File: src/rtl/led_scan_pkg.sv
// Shared types and constants for the two-panel LED column scanner.
// SCAN_BLANK_EN adds the BLANK state between column slots.
package led_scan_pkg;

    localparam int NUM_COLS        = 8;
    localparam int NUM_PANELS      = 2;
    localparam int SLOTS_PER_FRAME = 16;

    typedef enum logic [1:0] {
        ST_OFF  = 2'd0,
        ST_SCAN = 2'd1
`ifdef SCAN_BLANK_EN
        ,
        ST_BLANK = 2'd2
`endif
    } scan_state_t;

    typedef enum logic {
        PANEL_X = 1'b0,
        PANEL_Y = 1'b1
    } panel_t;

    // Bits 7:0 map to colx, bits 15:8 to coly, so one shift gives both drives.
    function automatic logic [SLOTS_PER_FRAME-1:0] slot_onehot(input logic [3:0] slot);
        return 16'b1 << slot;
    endfunction

endpackage

File: src/rtl/led_scan_ctrl_if.sv
// Frame-edit bus of the LED scanner: shadow-frame writes and the commit request.
interface led_scan_ctrl_if;

    // A write transfers on a cycle where wr_valid && wr_ready; the master may hold
    // wr_valid with stable payload until then. commit is a one-cycle request,
    // commit_done a one-cycle pulse returned when the swap is seen on the panels.
    logic       wr_valid;
    logic       wr_ready;
    logic       wr_panel;
    logic [2:0] wr_col;
    logic [7:0] wr_data;
    logic       commit;
    logic       commit_done;

    modport master (
        output wr_valid, wr_panel, wr_col, wr_data, commit,
        input  wr_ready, commit_done
    );

    modport slave (
        input  wr_valid, wr_panel, wr_col, wr_data, commit,
        output wr_ready, commit_done
    );

endinterface

File: src/rtl/scan_frame_buf.sv
// Shadow/active frame storage (2 panels x 8 columns x 8-bit rows-off masks).
// The read port returns the value the active frame will hold after this edge.
module scan_frame_buf
    import led_scan_pkg::*;
(
    input  logic       clk,
    input  logic       reset,
    input  logic       wr_en,
    input  panel_t     wr_panel,
    input  logic [2:0] wr_col,
    input  logic [7:0] wr_data,
    input  logic       swap,
    input  panel_t     rd_panel,
    input  logic [2:0] rd_col,
    output logic [7:0] rd_data
);

    logic [NUM_PANELS-1:0][NUM_COLS-1:0][7:0] shadow;
    logic [NUM_PANELS-1:0][NUM_COLS-1:0][7:0] shadow_nxt;
    logic [NUM_PANELS-1:0][NUM_COLS-1:0][7:0] active;

    // A write landing in the same cycle as the swap must be part of the new frame.
    always_comb begin
        shadow_nxt = shadow;
        if (wr_en) begin
            shadow_nxt[wr_panel][wr_col] = wr_data;
        end
    end

    always_ff @(posedge clk or negedge reset) begin
        if (!reset) begin
            shadow <= '1;
            active <= '1;
        end else begin
            shadow <= shadow_nxt;
            if (swap) begin
                active <= shadow_nxt;
            end
        end
    end

    assign rd_data = swap ? shadow_nxt[rd_panel][rd_col] : active[rd_panel][rd_col];

endmodule

File: src/rtl/led_scan_ctrl.sv
// Two-panel 8x8 LED column scanner with double-buffered frames.
// Define SCAN_BLANK_EN to insert BLANK_CYCLES dark cycles between column slots.
module led_scan_ctrl
    import led_scan_pkg::*;
#(
    parameter int DWELL_CYCLES = 16384,
    parameter int BLANK_CYCLES = 4
) (
    input  logic            clk,
    input  logic            reset,
    led_scan_ctrl_if.slave  bus,
    output logic            frame_start,
    output logic [7:0]      row,
    output logic [7:0]      colx,
    output logic [7:0]      coly,
    output scan_state_t     dbg_state
);

    if (DWELL_CYCLES < 2 || DWELL_CYCLES > 65535 ||
        BLANK_CYCLES < 1 || BLANK_CYCLES > 255) begin : g_bad_param
        $error("led_scan_ctrl: DWELL_CYCLES or BLANK_CYCLES out of range");
    end

    localparam logic [15:0] DWELL_LAST = 16'(DWELL_CYCLES - 1);
    localparam logic [3:0]  LAST_SLOT  = 4'(SLOTS_PER_FRAME - 1);
`ifdef SCAN_BLANK_EN
    localparam logic [15:0] BLANK_LAST = 16'(BLANK_CYCLES - 1);
`endif

    scan_state_t state;
    logic [3:0]  slot;
    logic [15:0] dwell;
    logic        commit_pending;

    logic        wr_fire;
    logic        commit_req;
    logic        slot_tc;
    logic        frame_end;
    logic        enter_slot;
    logic        swap;
    logic [3:0]  nxt_slot;
    logic [15:0] nxt_onehot;
    logic [7:0]  rd_data;

    assign wr_fire    = bus.wr_valid && bus.wr_ready;
    assign commit_req = commit_pending || bus.commit;
    assign slot_tc    = (state == ST_SCAN) && (dwell == DWELL_LAST);

    // In BLANK the slot register still names the slot just finished.
`ifdef SCAN_BLANK_EN
    logic blank_tc;
    assign blank_tc   = (state == ST_BLANK) && (dwell == BLANK_LAST);
    assign frame_end  = blank_tc && (slot == LAST_SLOT);
    assign enter_slot = ((state == ST_OFF) && swap) || blank_tc;
`else
    assign frame_end  = slot_tc && (slot == LAST_SLOT);
    assign enter_slot = ((state == ST_OFF) && swap) || slot_tc;
`endif

    assign swap       = commit_req && ((state == ST_OFF) || frame_end);
    assign nxt_slot   = (state == ST_OFF) ? 4'd0 : slot + 4'd1;
    assign nxt_onehot = slot_onehot(nxt_slot);
    assign dbg_state  = state;

    scan_frame_buf u_frame_buf (
        .clk      (clk),
        .reset    (reset),
        .wr_en    (wr_fire),
        .wr_panel (panel_t'(bus.wr_panel)),
        .wr_col   (bus.wr_col),
        .wr_data  (bus.wr_data),
        .swap     (swap),
        .rd_panel (panel_t'(nxt_slot[3])),
        .rd_col   (nxt_slot[2:0]),
        .rd_data  (rd_data)
    );

    always_ff @(posedge clk or negedge reset) begin
        if (!reset) begin
            state           <= ST_OFF;
            slot            <= 4'd0;
            dwell           <= 16'd0;
            commit_pending  <= 1'b0;
            row             <= 8'hFF;
            colx            <= 8'h00;
            coly            <= 8'h00;
            bus.wr_ready    <= 1'b1;
            bus.commit_done <= 1'b0;
            frame_start     <= 1'b0;
        end else begin
            frame_start     <= 1'b0;
            bus.commit_done <= swap;
            commit_pending  <= commit_req && !swap;
            bus.wr_ready    <= swap || !commit_req;
            if (enter_slot) begin
                state        <= ST_SCAN;
                slot         <= nxt_slot;
                dwell        <= 16'd0;
                row          <= rd_data;
                {coly, colx} <= nxt_onehot;
                frame_start  <= (nxt_slot == 4'd0);
            end
`ifdef SCAN_BLANK_EN
            else if (slot_tc) begin
                state <= ST_BLANK;
                dwell <= 16'd0;
                row   <= 8'hFF;
                colx  <= 8'h00;
                coly  <= 8'h00;
            end
`endif
            else if (state != ST_OFF) begin
                dwell <= dwell + 16'd1;
            end
        end
    end

endmodule

File: src/flat_wrapper.sv
// flat-port wrapper written by rule: the top's interface ports become plain ports
module led_scan_ctrl_flat import led_scan_pkg::*;
#(
    parameter int DWELL_CYCLES = 16384,
    parameter int BLANK_CYCLES = 4
)
  (clk, reset, frame_start, row, colx, coly, dbg_state, bus_wr_valid, bus_wr_panel, bus_wr_col, bus_wr_data, bus_commit, bus_wr_ready, bus_commit_done);
  led_scan_ctrl_if bus_i ();
  input  logic clk;
  input  logic reset;
  output logic frame_start;
  output logic [7:0] row;
  output logic [7:0] colx;
  output logic [7:0] coly;
  output scan_state_t dbg_state;
  input wire logic [$bits(bus_i.wr_valid)-1:0] bus_wr_valid;
  input wire logic [$bits(bus_i.wr_panel)-1:0] bus_wr_panel;
  input wire logic [$bits(bus_i.wr_col)-1:0] bus_wr_col;
  input wire logic [$bits(bus_i.wr_data)-1:0] bus_wr_data;
  input wire logic [$bits(bus_i.commit)-1:0] bus_commit;
  output wire logic [$bits(bus_i.wr_ready)-1:0] bus_wr_ready;
  output wire logic [$bits(bus_i.commit_done)-1:0] bus_commit_done;
  assign bus_i.wr_valid = bus_wr_valid;
  assign bus_i.wr_panel = bus_wr_panel;
  assign bus_i.wr_col = bus_wr_col;
  assign bus_i.wr_data = bus_wr_data;
  assign bus_i.commit = bus_commit;
  assign bus_wr_ready = bus_i.wr_ready;
  assign bus_commit_done = bus_i.commit_done;
  led_scan_ctrl #(.DWELL_CYCLES(DWELL_CYCLES), .BLANK_CYCLES(BLANK_CYCLES)) u_core (.clk(clk), .reset(reset), .bus(bus_i), .frame_start(frame_start), .row(row), .colx(colx), .coly(coly), .dbg_state(dbg_state));
endmodule
File: config.mk
export PLATFORM = sky130hd
export DESIGN_NAME = led_scan_ctrl_flat
export DESIGN_NICKNAME = d
export VERILOG_FILES = /design/src/rtl/led_scan_pkg.sv /design/src/rtl/led_scan_ctrl_if.sv /design/src/rtl/scan_frame_buf.sv /design/src/rtl/led_scan_ctrl.sv /design/src/flat_wrapper.sv
export SDC_FILE = /design/constraint.sdc
export NUM_CORES = 1
export LEC_CHECK = 0
export ABC_AREA = 1
export CORE_MARGIN = 1
export CORE_UTILIZATION = 40
export CTS_CLUSTER_SIZE = 10
export DETAILED_ROUTE_END_ITERATION = 12
export PLACE_DENSITY_LB_ADDON = 0.05
export REMOVE_ABC_BUFFERS = 1
export SLEW_MARGIN = 0
export SYNTH_ARGS = -nofsm -noshare
export SYNTH_HDL_FRONTEND = slang
export SYNTH_SLANG_ARGS = --single-unit
File: constraint.sdc
create_clock -name clk -period 4.02 [get_ports clk]
set_clock_uncertainty 0.05 [all_clocks]
set_input_delay 1.005 -clock clk [delete_from_list [all_inputs] [get_ports clk]]
set_output_delay 1.005 -clock clk [all_outputs]
set_load 0.02 [all_outputs]
Word level (Yosys, flattened, before mapping)

Index checks and enable logic that the tools add are counted.

Register bits: 305
Latch bits: 0
RAM bits: 0
Memory bits (read-only): 0
Input port bits: 16
Output and inout bits: 29
Memories: 0

$add $sub $neg: 2
$mul: 0
Div/mod/pow operators: 0
Order comparisons: 6
Equal/unequal tests: 2
Shifts and indexed selects: 1
Muxes and demuxes: 19
Bitwise gates (word level): 0
Reductions and logical operators: 17

Operators by type and width:

| cell                                                                   | number |
|---|---|
| 64-bit 2-to-1 mux                                                      | 5 |
| 128-bit bitwise mux                                                    | 1 |
| 128-bit 2-to-1 mux                                                     | 1 |
| 64-bit demux with 1-bit select                                         | 1 |
| 8-bit binary-select mux with 3-bit select                              | 2 |
| 16-bit 2-to-1 mux                                                      | 2 |
| 8-bit 2-to-1 mux                                                       | 4 |
| 8-bit demux with 3-bit select                                          | 1 |
| 16-bit by 1-bit adder with 16-bit output (second input constant)       | 1 |
| 16-bit by 14-bit == test with 1-bit output (second input constant)     | 1 |
| 1-bit by 4-bit << shifter with 16-bit output (first input constant)    | 1 |
| 1-bit logical AND                                                      | 8 |
| 3-bit by 4-bit < comparator with 1-bit output (second input constant)  | 2 |
| 4-bit by 1-bit adder with 4-bit output (second input constant)         | 1 |
| 4-bit == test (second input constant)                                  | 1 |
| 4-bit logical NOT                                                      | 1 |
| 1-bit logical OR                                                       | 4 |
| 1-bit by 2-bit < comparator with 1-bit output (second input constant)  | 2 |
| 4-bit 2-to-1 mux                                                       | 1 |
| 3-bit by 1-bit >= comparator with 1-bit output (second input constant) | 1 |
| 1-bit logical NOT                                                      | 2 |
| 2-bit logical NOT                                                      | 1 |
| 2-bit nonzero test                                                     | 1 |
| 1-bit >= comparator (second input constant)                            | 1 |
| 1-bit 2-to-1 mux                                                       | 1 |

Longest topological paths before layout

Gate-level depths: netlist of run 1.

Word-level depth: 13
Gate-level depth with buffers: 15
Depth with buffers taken out: 14

Hierarchy

From an unflattened synthesis of run 1, not the netlist that was laid out.

Cell total of the unflattened synthesis: 1907
Area, all modules: 15287.2 sq um

By module, submodules not included:

| module         | times used | cells each | area each (sq um) | sequential area each (sq um) |
|---|---|---|---|---|
| scan_frame_buf | 1          | 1579       | 12709.7           | 6726.5 |
| led_scan_ctrl  | 1          | 328        | 2577.5            | 1237.4 |

Least setup slack after synthesis of run 1

Ideal clock, no wire load.

Path kind: input to register
From: in bus_wr_col[0]
To: reg u_core.row[3]
Setup time: 78 ps
Arrival time: 2176 ps
Path slack: 1716 ps
Stages on the path: 13
Path buffers: 1
Path through: buf_4 > inv_2 > nand3_2 > inv_2 > nand2_2 > nand2_1 > nand3_1 > nand3_1 > nand2_1 > nor2_1 > nand2_1 > nand2_1 > a21oi_2

Word-level cells in the longest chain between the ends: 13

Ends and longest elaborated chain:

| what                                                                                                                                  | line                 | RTL |
|---|---|---|
| start: declaration                                                                                                                    | flat_wrapper.sv:18   | `input wire logic [$bits(bus_i.wr_col)-1:0] bus_wr_col;` |
| 3-bit by 4-bit < comparator with 1-bit output (implied by the code) or 3-bit by 1-bit >= comparator with 1-bit output (tied branches) | scan_frame_buf.sv:26 | `shadow_nxt[wr_panel][wr_col] = wr_data;` |
| 1-bit logical AND (implied by the code)                                                                                               | scan_frame_buf.sv:26 |  |
| 8-bit 2-to-1 mux (implied by the code)                                                                                                | scan_frame_buf.sv:26 |  |
| 8-bit demux with 3-bit select *                                                                                                       | scan_frame_buf.sv:26 |  |
| 64-bit 2-to-1 mux (implied by the code) *                                                                                             | scan_frame_buf.sv:26 |  |
| 64-bit demux with 1-bit select *                                                                                                      | scan_frame_buf.sv:26 |  |
| 128-bit bitwise mux *                                                                                                                 | scan_frame_buf.sv:26 |  |
| 128-bit 2-to-1 mux *                                                                                                                  | scan_frame_buf.sv:25 | `if (wr_en) begin` |
| 64-bit 2-to-1 mux (implied by the code) * (2 in a row)                                                                                | scan_frame_buf.sv:42 | `assign rd_data = swap ? shadow_nxt[rd_panel][rd_col] : active[rd_panel][rd_col];` |
| 8-bit binary-select mux with 3-bit select *                                                                                           | scan_frame_buf.sv:42 |  |
| 8-bit 2-to-1 mux (implied by the code) *                                                                                              | scan_frame_buf.sv:42 |  |
| 8-bit 2-to-1 mux *                                                                                                                    | scan_frame_buf.sv:42 |  |
| end signal: assignment                                                                                                                | led_scan_ctrl.sv:99  | `row <= rd_data;` |
| end: declaration                                                                                                                      | led_scan_ctrl.sv:13  | `output logic [7:0] row,` |

Mark *: on every way between the ends. The rest lies on a longest branch, timed or not. The select of a mux whose other input is x is not followed.
A chain may end at the register's enable or synchronous reset.

Worst setup path after layout of run 1

From: in bus_wr_col[0]
To: reg u_core.row[7]

Same word-level chain as after synthesis.

==> results of run 1 <==
metrics by stage:
stage          setup TNS [ps]  instance area (µm²)  hold WS (ps)  util [%]
6_report                    0                16340         416.8     46.04
2_1_floorplan          -22140                13890         398.1         -
3_3_place_gp                0                15240         407.0     42.95
5_1_grt                     0                16340         426.8     46.04
4_1_cts                     0                16340         416.7     46.04
3_5_place_dp                0                15240         406.4     42.95
cells in the final DEF, fill, tap and decap left out, types with 9 or more instances in the layout:
cell type	synthesis	routed
o21bai_1	16	16
nor2_1	106	106
dfrtp_1	40	40
inv_1	146	146
a21oi_1	44	44
inv_2	9	9
dfstp_2	265	265
nand2_1	639	639
a31oi_2	9	9
o21ai_0	126	126
a31oi_1	13	13
clkdlybuf4s50_1	0	42
nand3_1	129	129
buf_4	20	22
nor3_1	11	11
clkbuf_16	0	39
nand2_2	10	9
o21ai_1	44	44
worst max-delay path by stage:
stage	from	end	slack [ps]	cells past startpoint
3_3_place_gp	bus_wr_col[0]	u_core.row[7]	540	12
4_1_cts	bus_wr_col[0]	u_core.row[7]	1030	12
5_1_grt	bus_wr_col[0]	u_core.row[4]	820	12
3_5_place_dp	bus_wr_col[0]	u_core.row[7]	470	12
6_report	bus_wr_col[0]	u_core.row[7]	990	12
2_1_floorplan	bus_commit	u_core.u_frame_buf.active[0]	-300	5
routing by layer:
metal,part of all wire [%],vias up,track usage [%]
met5,0,-,0
met4,2.3,0,6.807
met3,4.3,66,3.070
met2,47,255,38.68
met1,47,5524,34.08
li1,-,5546,-
cells in the mapped netlist:
cell | instances | share of area [%]
buf_1 | 1 | 0.026
o21ai_1 | 44 | 1.5
and2_0 | 2 | 0.087
nand3_2 | 4 | 0.28
a31oi_1 | 13 | 0.57
nor2_2 | 6 | 0.26
nor3_4 | 1 | 0.11
nor3_1 | 11 | 0.38
nor3b_4 | 1 | 0.13
inv_4 | 1 | 0.044
inv_2 | 9 | 0.23
clkinv_1 | 1 | 0.026
nand3_4 | 1 | 0.12
dfstp_2 | 265 | 48
nand2_1 | 639 | 17
and3_1 | 2 | 0.087
ha_1 | 2 | 0.17
inv_1 | 146 | 3.8
nand3_1 | 129 | 4.5
or2_2 | 1 | 0.044
dfrtp_1 | 40 | 7.0
clkbuf_1 | 20 | 0.52
o21bai_1 | 16 | 0.84
buf_2 | 37 | 1.3
clkinv_2 | 1 | 0.035
buf_6 | 6 | 0.47
a21oi_1 | 44 | 1.5
a21oi_2 | 4 | 0.24
buf_8 | 1 | 0.10
nor4_4 | 1 | 0.15
buf_4 | 20 | 1.0
nand2_2 | 10 | 0.43
xor2_1 | 4 | 0.24
o21ai_0 | 126 | 4.4
conb_1 | 1 | 0.026
a31oi_2 | 9 | 0.78
nor2_1 | 106 | 2.8
nor2_4 | 5 | 0.39
nor3_2 | 1 | 0.070
nand4_2 | 1 | 0.087
nand3b_1 | 1 | 0.052
nand4_1 | 2 | 0.087
worst min-delay path: stages, from the launching register on:
cell	delay, ps
dfstp_2	360
nand2_1	50
nand2_1	50
power groups by stage:
stage / registers [mW] / clock network, mW / logic, mW
floorplan: 3.16 / 0 / 0.0500
global placement: 3.16 / 0 / 0.179
detailed placement: 3.16 / 0 / 0.181
CTS: 3.12 / 3.21 / 0.181
global route: 3.12 / 3.32 / 0.197
finish: 3.12 / 3.11 / 0.174
cell families after synthesis:
kind of cell             share of synthesized area [%]
AO/OA/AOI/OAI                                    9.874
XOR/XNOR                                        0.2436
adder cells (fa/ha/maj)                         0.1740
buffers and inverters                            7.603
flip-flops                                       55.37
other                                          0.02607
AND/OR/NAND/NOR                                  26.71
sequential cells by signal, summed over array words and instances, names as in the netlist, 4 cells and up:
signal	count
u_core.slot	4
u_core.row	8
u_core.coly	8
u_core.dwell	16
u_core.colx	8
u_core.u_frame_buf.active	128
u_core.u_frame_buf.shadow	128
area by class of cell:
cell class / instances / area [µm²] / share of cell area, %
flip-flops and latches: 305 / 7964 / 48.75
clock inverters: 3 / 22.52 / 0.1379
well taps: 461 / 576.8 / 3.531
multi-input cells: 1187 / 5340 / 32.69
inverters: 158 / 598.1 / 3.661
clock buffers: 52 / 1075 / 6.579
repair buffers: 73 / 760.7 / 4.657
==> results.cfg, run 1 <==
[synthesis]
ys_ff_latch = 305
yosysWarnings = 0
syn_area_um2 = 14380
ys_seq_area_share_pct = 55.37
synth_cells = 1735
synth.distinct_cells = 42
avgSynthCellArea_um2 = 8.290

[global_route]
overflow = 0
grt_pass1_wl_um = 66720
gr-usage-all-layers_pct = 24.08
grt_antenna_before_repair = 0
grt_max_degree = 101
first_global_vias = 11280

[clock_tree]
clk-insertion-delay-late_ps = 530
root_buffer = clkbuf_16
cts_setup_buffers = 0
cts_tree = built
post_cts_resized = 0
path_clk_slew_ps = 50
htree_levels = 2
hold_buffers = 0
numCtsBuffers = 38
clockBufferDepth = 3
clock_sinks = 305

[min_path]
min_path_cells = 2
min_to = u_core.u_frame_buf.active[109]
hp-start = u_core.u_frame_buf.active[109]
min_path_type = reg -> reg

[floorplan]
coreArea_um2 = 35480
start_util_pct = 40.53
die_area_um2 = 36720
ios = 45
rows = 69
die_w_um = 191.6
die_height_um = 191.6

[power_and_ir_drop]
p_seq_share_pct = 48.7
power_frac_comb_pct = 2.7
power_leakage_nw = 7.457
p_total_mw = 6.403
switching_share_pct = 21.97
power_density_nw_per_um2 = 391.9
p_sw_mw = 1.407
peakVddDrop_uv = 277.0
clockPowerShare_pct = 48.5
p_int_mw = 4.996

[worst_setup_path]
r2r-start = u_core.slot[0]
slowest_delay_ps = 740
path_class = in -> reg
end_kind = flop
worst_path_max_delay_cell = clkdlybuf4s50_1
cpMostUsedCell = nand2_1
reg2reg_slack_ps = 1190
crit_buf_inv = 2
r2r_cells = 13
cp_max_fo = 8
worstPathCellList = clkdlybuf4s50_1 > inv_2 > nor3_1 > nand2_1 > nand2_1 > nand3_1 > nand3_1 > nand2_1 > nor2_1 > nand2_1 > nand2_1 > a21oi_1
worst_setup_path_start_kind = input pin
arrival_ps = 3440
cp.required_ps = 4430
critPathTopFamily = simple AND/OR/NAND/NOR gates
r2r-end = u_core.row[0]

[routing]
routed_wl_um = 42140
via_per_inst = 5.088
postRouteAntennaNets = 0
drt_pass1_iterations = 5
wl_per_cell_um = 18.82
vias = 11390
drc = 0
drt_iter0_drc = 727

[sta]
worst_slew_margin_rel_pct = 39.10
finalCritPeriodShare_pct = 75.41
rsz0062_at_grt = no
worst_pin_slew_ps = 912.6
worst_slack_ps = 988.4
slew_viol_final = 0
period_needed_ps = 3032
fmax_mhz = 329.9
hold_viol_final = 0
setup_viol = 0

[finish]
nFillCells = 3555
syn_to_final_growth_pct = 13.59
fin_nets = 1781
drive_gt1_share_pct = 22.44
antenna_cells = 0
fin_cells = 2239

[status]
status = finished, final reports clean

[placement]
gp_congestion = 0.7798
dp_cells = 2184
port_buffers = 43
dpl.hpwl_um = 26650
dp_slack_ps = 469.2

[run]
max_cap_viol_count = 0
Power figures use the tool's default switching activity.
==> inputs of run 2 (changes only) <==
- clock period: 4.02 -> 3.1 ns (I/O delays scaled with it)
==> results.cfg, run 2 (synthesis results as in run 1) <==
[worst_setup_path]
cp.required_ps = 2270
critPathTopFamily = flip-flops
worst_path_max_delay_cell = dfstp_2
end_kind = output pin
worst_setup_path_start_kind = flop
path_class = reg -> out
cp_max_fo = 4
slowest_delay_ps = 660
arrival_ps = 1820
worstPathCellList = clkdlybuf4s50_1
crit_buf_inv = 1

[routing]
routed_wl_um = 42990
vias = 11360
postRouteAntennaNets = 0
drt_pass1_iterations = 5
drt_iter0_drc = 702
via_per_inst = 5.004
drc = 0
wl_per_cell_um = 18.94

[finish]
fin_nets = 1806
final_cell_mix = nand2_1 (639), dfstp_2 (265), inv_1 (146)
antenna_cells = 0
drive_gt1_share_pct = 23.49
layout.cells.most_common = nand2_1
largestRegisters = u_core.u_frame_buf.active x128, u_core.u_frame_buf.shadow x128, u_core.dwell x16
multi_input_area_um2 = 5340
nFillCells = 3497
register_area_um2 = 7964
syn_to_final_growth_pct = 15.46

[floorplan]
coreArea_um2 = 35480
start_util_pct = 40.53
die_area_um2 = 36720
die_height_um = 191.6
die_w_um = 191.6
ios = 45
rows = 69

[global_route]
grt_pass1_wl_um = 67560
overflow = 0
gr-usage-all-layers_pct = 24.49
grt_antenna_before_repair = 0
grt_max_degree = 86
first_global_vias = 11330

[clock_tree]
root_buffer = clkbuf_16
cts_tree = built
htree_levels = 2
clockBufferDepth = 3
numCtsBuffers = 38
hold_buffers = 0
cts_setup_buffers = 0
clk-insertion-delay-late_ps = 530
path_clk_slew_ps = 60
clock_sinks = 305
post_cts_resized = 0

[power_and_ir_drop]
p_total_mw = 8.476
power_density_nw_per_um2 = 510.4
peakVddDrop_uv = 457.6
power_leakage_nw = 7.609

[placement]
dp_slack_ps = 139.2
gp_congestion = 0.8437
dpl.hpwl_um = 27280
port_buffers = 43

[sta]
rsz0062_at_grt = no
worst_pin_slew_ps = 865.4
fmax_mhz = 378.4
slew_viol_final = 0
worst_slack_ps = 457.4
fin_tns_setup_ps = 0
finalCritPeriodShare_pct = 85.25
holdWs_ps = 116.8
setup_viol = 0
hold_viol_final = 0
worst_slew_margin_rel_pct = 42.31
period_needed_ps = 2643

[run]
max_cap_viol_count = 0

[status]
status = finished, final reports clean

[min_path]
min_path_type = in -> async
[run 2: cell types whose count changed in the layout (fill, tap and decap cells not counted)]
cell,before,now
buf_4,22,45
clkbuf_1,8,13
buf_12,8,10
clkbuf_16,39,41
inv_6,2,0
clkinv_2,1,2
[run 2: power by group]
part | internal [mW] | switching (mW) | total, mW | leakage, nW
sequential | 4.04 | 0.00609 | 4.05 | 3.25
combinational | 0.0605 | 0.178 | 0.239 | 3.80
clock | 2.51 | 1.68 | 4.19 | 0.564
total | 6.61 | 1.87 | 8.48 | 7.61
[run 2: area by class of cell]
class	count	share of cell area [%]
flip-flops and latches	305	47.96
well taps	461	3.473
clock inverters	2	0.06028
inverters	158	3.602
clock buffers	59	6.887
multi-input cells	1187	32.16
repair buffers	98	5.862
[run 2: routing by layer]
layer / vias up / routed length (µm) / track usage, %
li1: 5586 / - / -
met1: 5491 / 20320 / 34.42
met2: 217 / 19750 / 38.96
met3: 65 / 1868 / 3.819
met4: 0 / 1045 / 7.143
met5: - / 0 / 0
[run 2: worst reg2reg max path, delay by kind of cell (launching register included)]
kind,cells,cell delay (ps)
AND/OR/NAND/NOR,9,830
adder cells (fa/ha/maj),1,470
flip-flops,1,440
AO/OA/AOI/OAI,1,130
buffers and inverters,3,550
[run 2: worst paths after layout]
kind,slack [ps],startpoint,to,cells past startpoint
worst max-delay path,460,u_core.bus.wr_ready,bus_wr_ready,1
max in group asynchronous,2030,reset,u_core.u_frame_buf.shadow[13],2
worst max register to register,560,u_core.slot[0],u_core.row[0],14
min in group clk,410,u_core.u_frame_buf.active[123],u_core.u_frame_buf.active[123],2
worst min-delay path,120,reset,u_core.bus.commit_done,1
worst min register to register,410,u_core.u_frame_buf.active[123],u_core.u_frame_buf.active[123],2
[run 2: stage by stage]
step	utilization, %	cells	area, µm²
6_report	46.80	2270	16610
5_1_grt	46.80	2270	16610
4_1_cts	46.80	2270	16610
3_5_place_dp	43.55	2209	15450
3_3_place_gp	43.55	2209	15450
2_1_floorplan	-	1650	13890
==> inputs of run 3 (changes only) <==
- clock period: 3.1 -> 2.51 ns (I/O delays scaled with it)
==> results.cfg, run 3 (synthesis results as in run 1) <==
[status]
status = finished, final reports clean

[finish]
nFillCells = 3447
antenna_cells = 0
syn_to_final_growth_pct = 23.84
largestRegisters = u_core.u_frame_buf.active x128, u_core.u_frame_buf.shadow x128, u_core.dwell x16
register_area_um2 = 7964
drive_gt1_share_pct = 29.11
final_area_um2 = 17810
layout.cells.most_common = nand2_1
final_cell_mix = nand2_1 (639), dfstp_2 (265), buf_4 (180)
fin_nets = 1954
multi_input_area_um2 = 5343

[worst_setup_path]
r2r-start = u_core.slot[1]
worst_path_max_delay_cell = clkdlybuf4s50_1
worstPathCellList = clkdlybuf4s50_1
critPathTopFamily = buffers and inverters
slowest_delay_ps = 620
path_class = reg -> out
worst_setup_path_start_kind = flop
cp_max_fo = 2
reg2reg_slack_ps = 210
end_kind = output pin
crit_buf_inv = 1
r2r-end = u_core.row[6]
timing.critical_path.from = u_core.row[1]
cp.required_ps = 1830
arrival_ps = 1730
r2r_cells = 14

[clock_tree]
clock_sinks = 305
clockBufferDepth = 3
cts_tree = built
numCtsBuffers = 38
htree_levels = 2
clk-insertion-delay-late_ps = 550
path_clk_slew_ps = 50
root_buffer = clkbuf_16
cts_setup_buffers = 0

[sta]
slew_viol_final = 0
fin_tns_setup_ps = 0
finalCritPeriodShare_pct = 95.87
rsz0062_at_grt = no
fmax_mhz = 415.6
period_needed_ps = 2406
setup_viol = 0
hold_viol_final = 0

[floorplan]
die_w_um = 191.6
coreArea_um2 = 35480
rows = 69
die_area_um2 = 36720
ios = 45
start_util_pct = 40.53
die_height_um = 191.6

[routing]
drt_pass1_iterations = 7
postRouteAntennaNets = 0
vias = 11920
drt_iter0_drc = 649
routed_wl_um = 43180
wl_per_cell_um = 17.85
via_per_inst = 4.926
drc = 0

[global_route]
grt_max_degree = 56
overflow = 0
gr-usage-all-layers_pct = 24.61
grt_antenna_before_repair = 0
grt_pass1_wl_um = 68110
first_global_vias = 11870

[min_path]
min_to = u_core.u_frame_buf.active[107]
hp-start = u_core.u_frame_buf.active[107]
min_path_type = reg -> reg
min_path_cells = 2

[power_and_ir_drop]
power_density_nw_per_um2 = 582.8
peakVddDrop_uv = 463.2
power_leakage_nw = 8.329

[placement]
dpl.hpwl_um = 29030
gp_congestion = 0.8545
dpl_cell_area_um2 = 16690
port_buffers = 43

[run]
max_cap_viol_count = 0
run 3: changes by cell type in the layout (fill, tap and decap cells not counted), moves of 2 or more:
cell / delta
clkbuf_1: +4
clkdlybuf4s50_1: -2
clkbuf_8: -2
buf_12: +11
buf_4: +135
clkbuf_16: -2
run 3: how the worst max path moves through the flow:
stage                                        end  slack, ps  cells after the start
detailed placement                 u_core.row[2]       -140                     14
global placement                   u_core.row[2]       -110                     14
CTS                                 dbg_state[0]         30                      2
floorplan           u_core.u_frame_buf.active[0]      -1520                      8
global route                              row[1]         50                      1
finish                                    row[1]        100                      1
run 3: worst min-delay path: stages, from the launching register on:
cell     delay, ps
dfstp_2        360
nand2_1         50
nand2_1         50
run 3: layout make-up:
cell class,count,share of cell area (%)
clock buffer,59,6.070
inverter,158,3.358
clock inverter,3,0.1054
tap,461,3.239
multi-input combinational,1187,30.00
timing repair buffer,246,12.52
sequential,305,44.71
run 3: routing by layer:
metal / part of all wire (%) / global-route usage [%] / vias up
met2: 47 / 40.38 / 203
met3: 3.7 / 3.782 / 65
met4: 2.3 / 6.807 / 0
met1: 47 / 33.70 / 5749
li1: - / - / 5899
met5: 0 / 0 / -
run 3: timing repair:
action / in CTS / in global routing
hold buffers: 1 / 0
setup endpoints to repair: 1 / 6
resized for setup: 1 / 3
hold endpoints to repair: 1 / 0
run 3: where the power goes:
part / leakage [nW] / switching, mW / internal [mW] / total, mW
clock network: 0.535 / 2.10 / 2.94 / 5.04
registers: 3.25 / 0.00782 / 4.99 / 5.00
logic: 4.55 / 0.230 / 0.114 / 0.343
run 3: through the flow:
step / hold slack [ps] / setup WS, ps / util (%) / power, mW / instances
final: 416.5 / 103.7 / 50.20 / 10.38 / 2419
after global routing: 432.2 / 47.99 / 50.20 / 10.74 / 2419
after CTS: 416.7 / 30.91 / 50.17 / 10.53 / 2419
after detailed placement: 406.7 / -143.0 / 47.05 / 5.418 / 2356
after global placement: 406.6 / -112.2 / 47.05 / 5.416 / 2356
after floorplan: 281.9 / -1517 / - / 5.146 / 1650
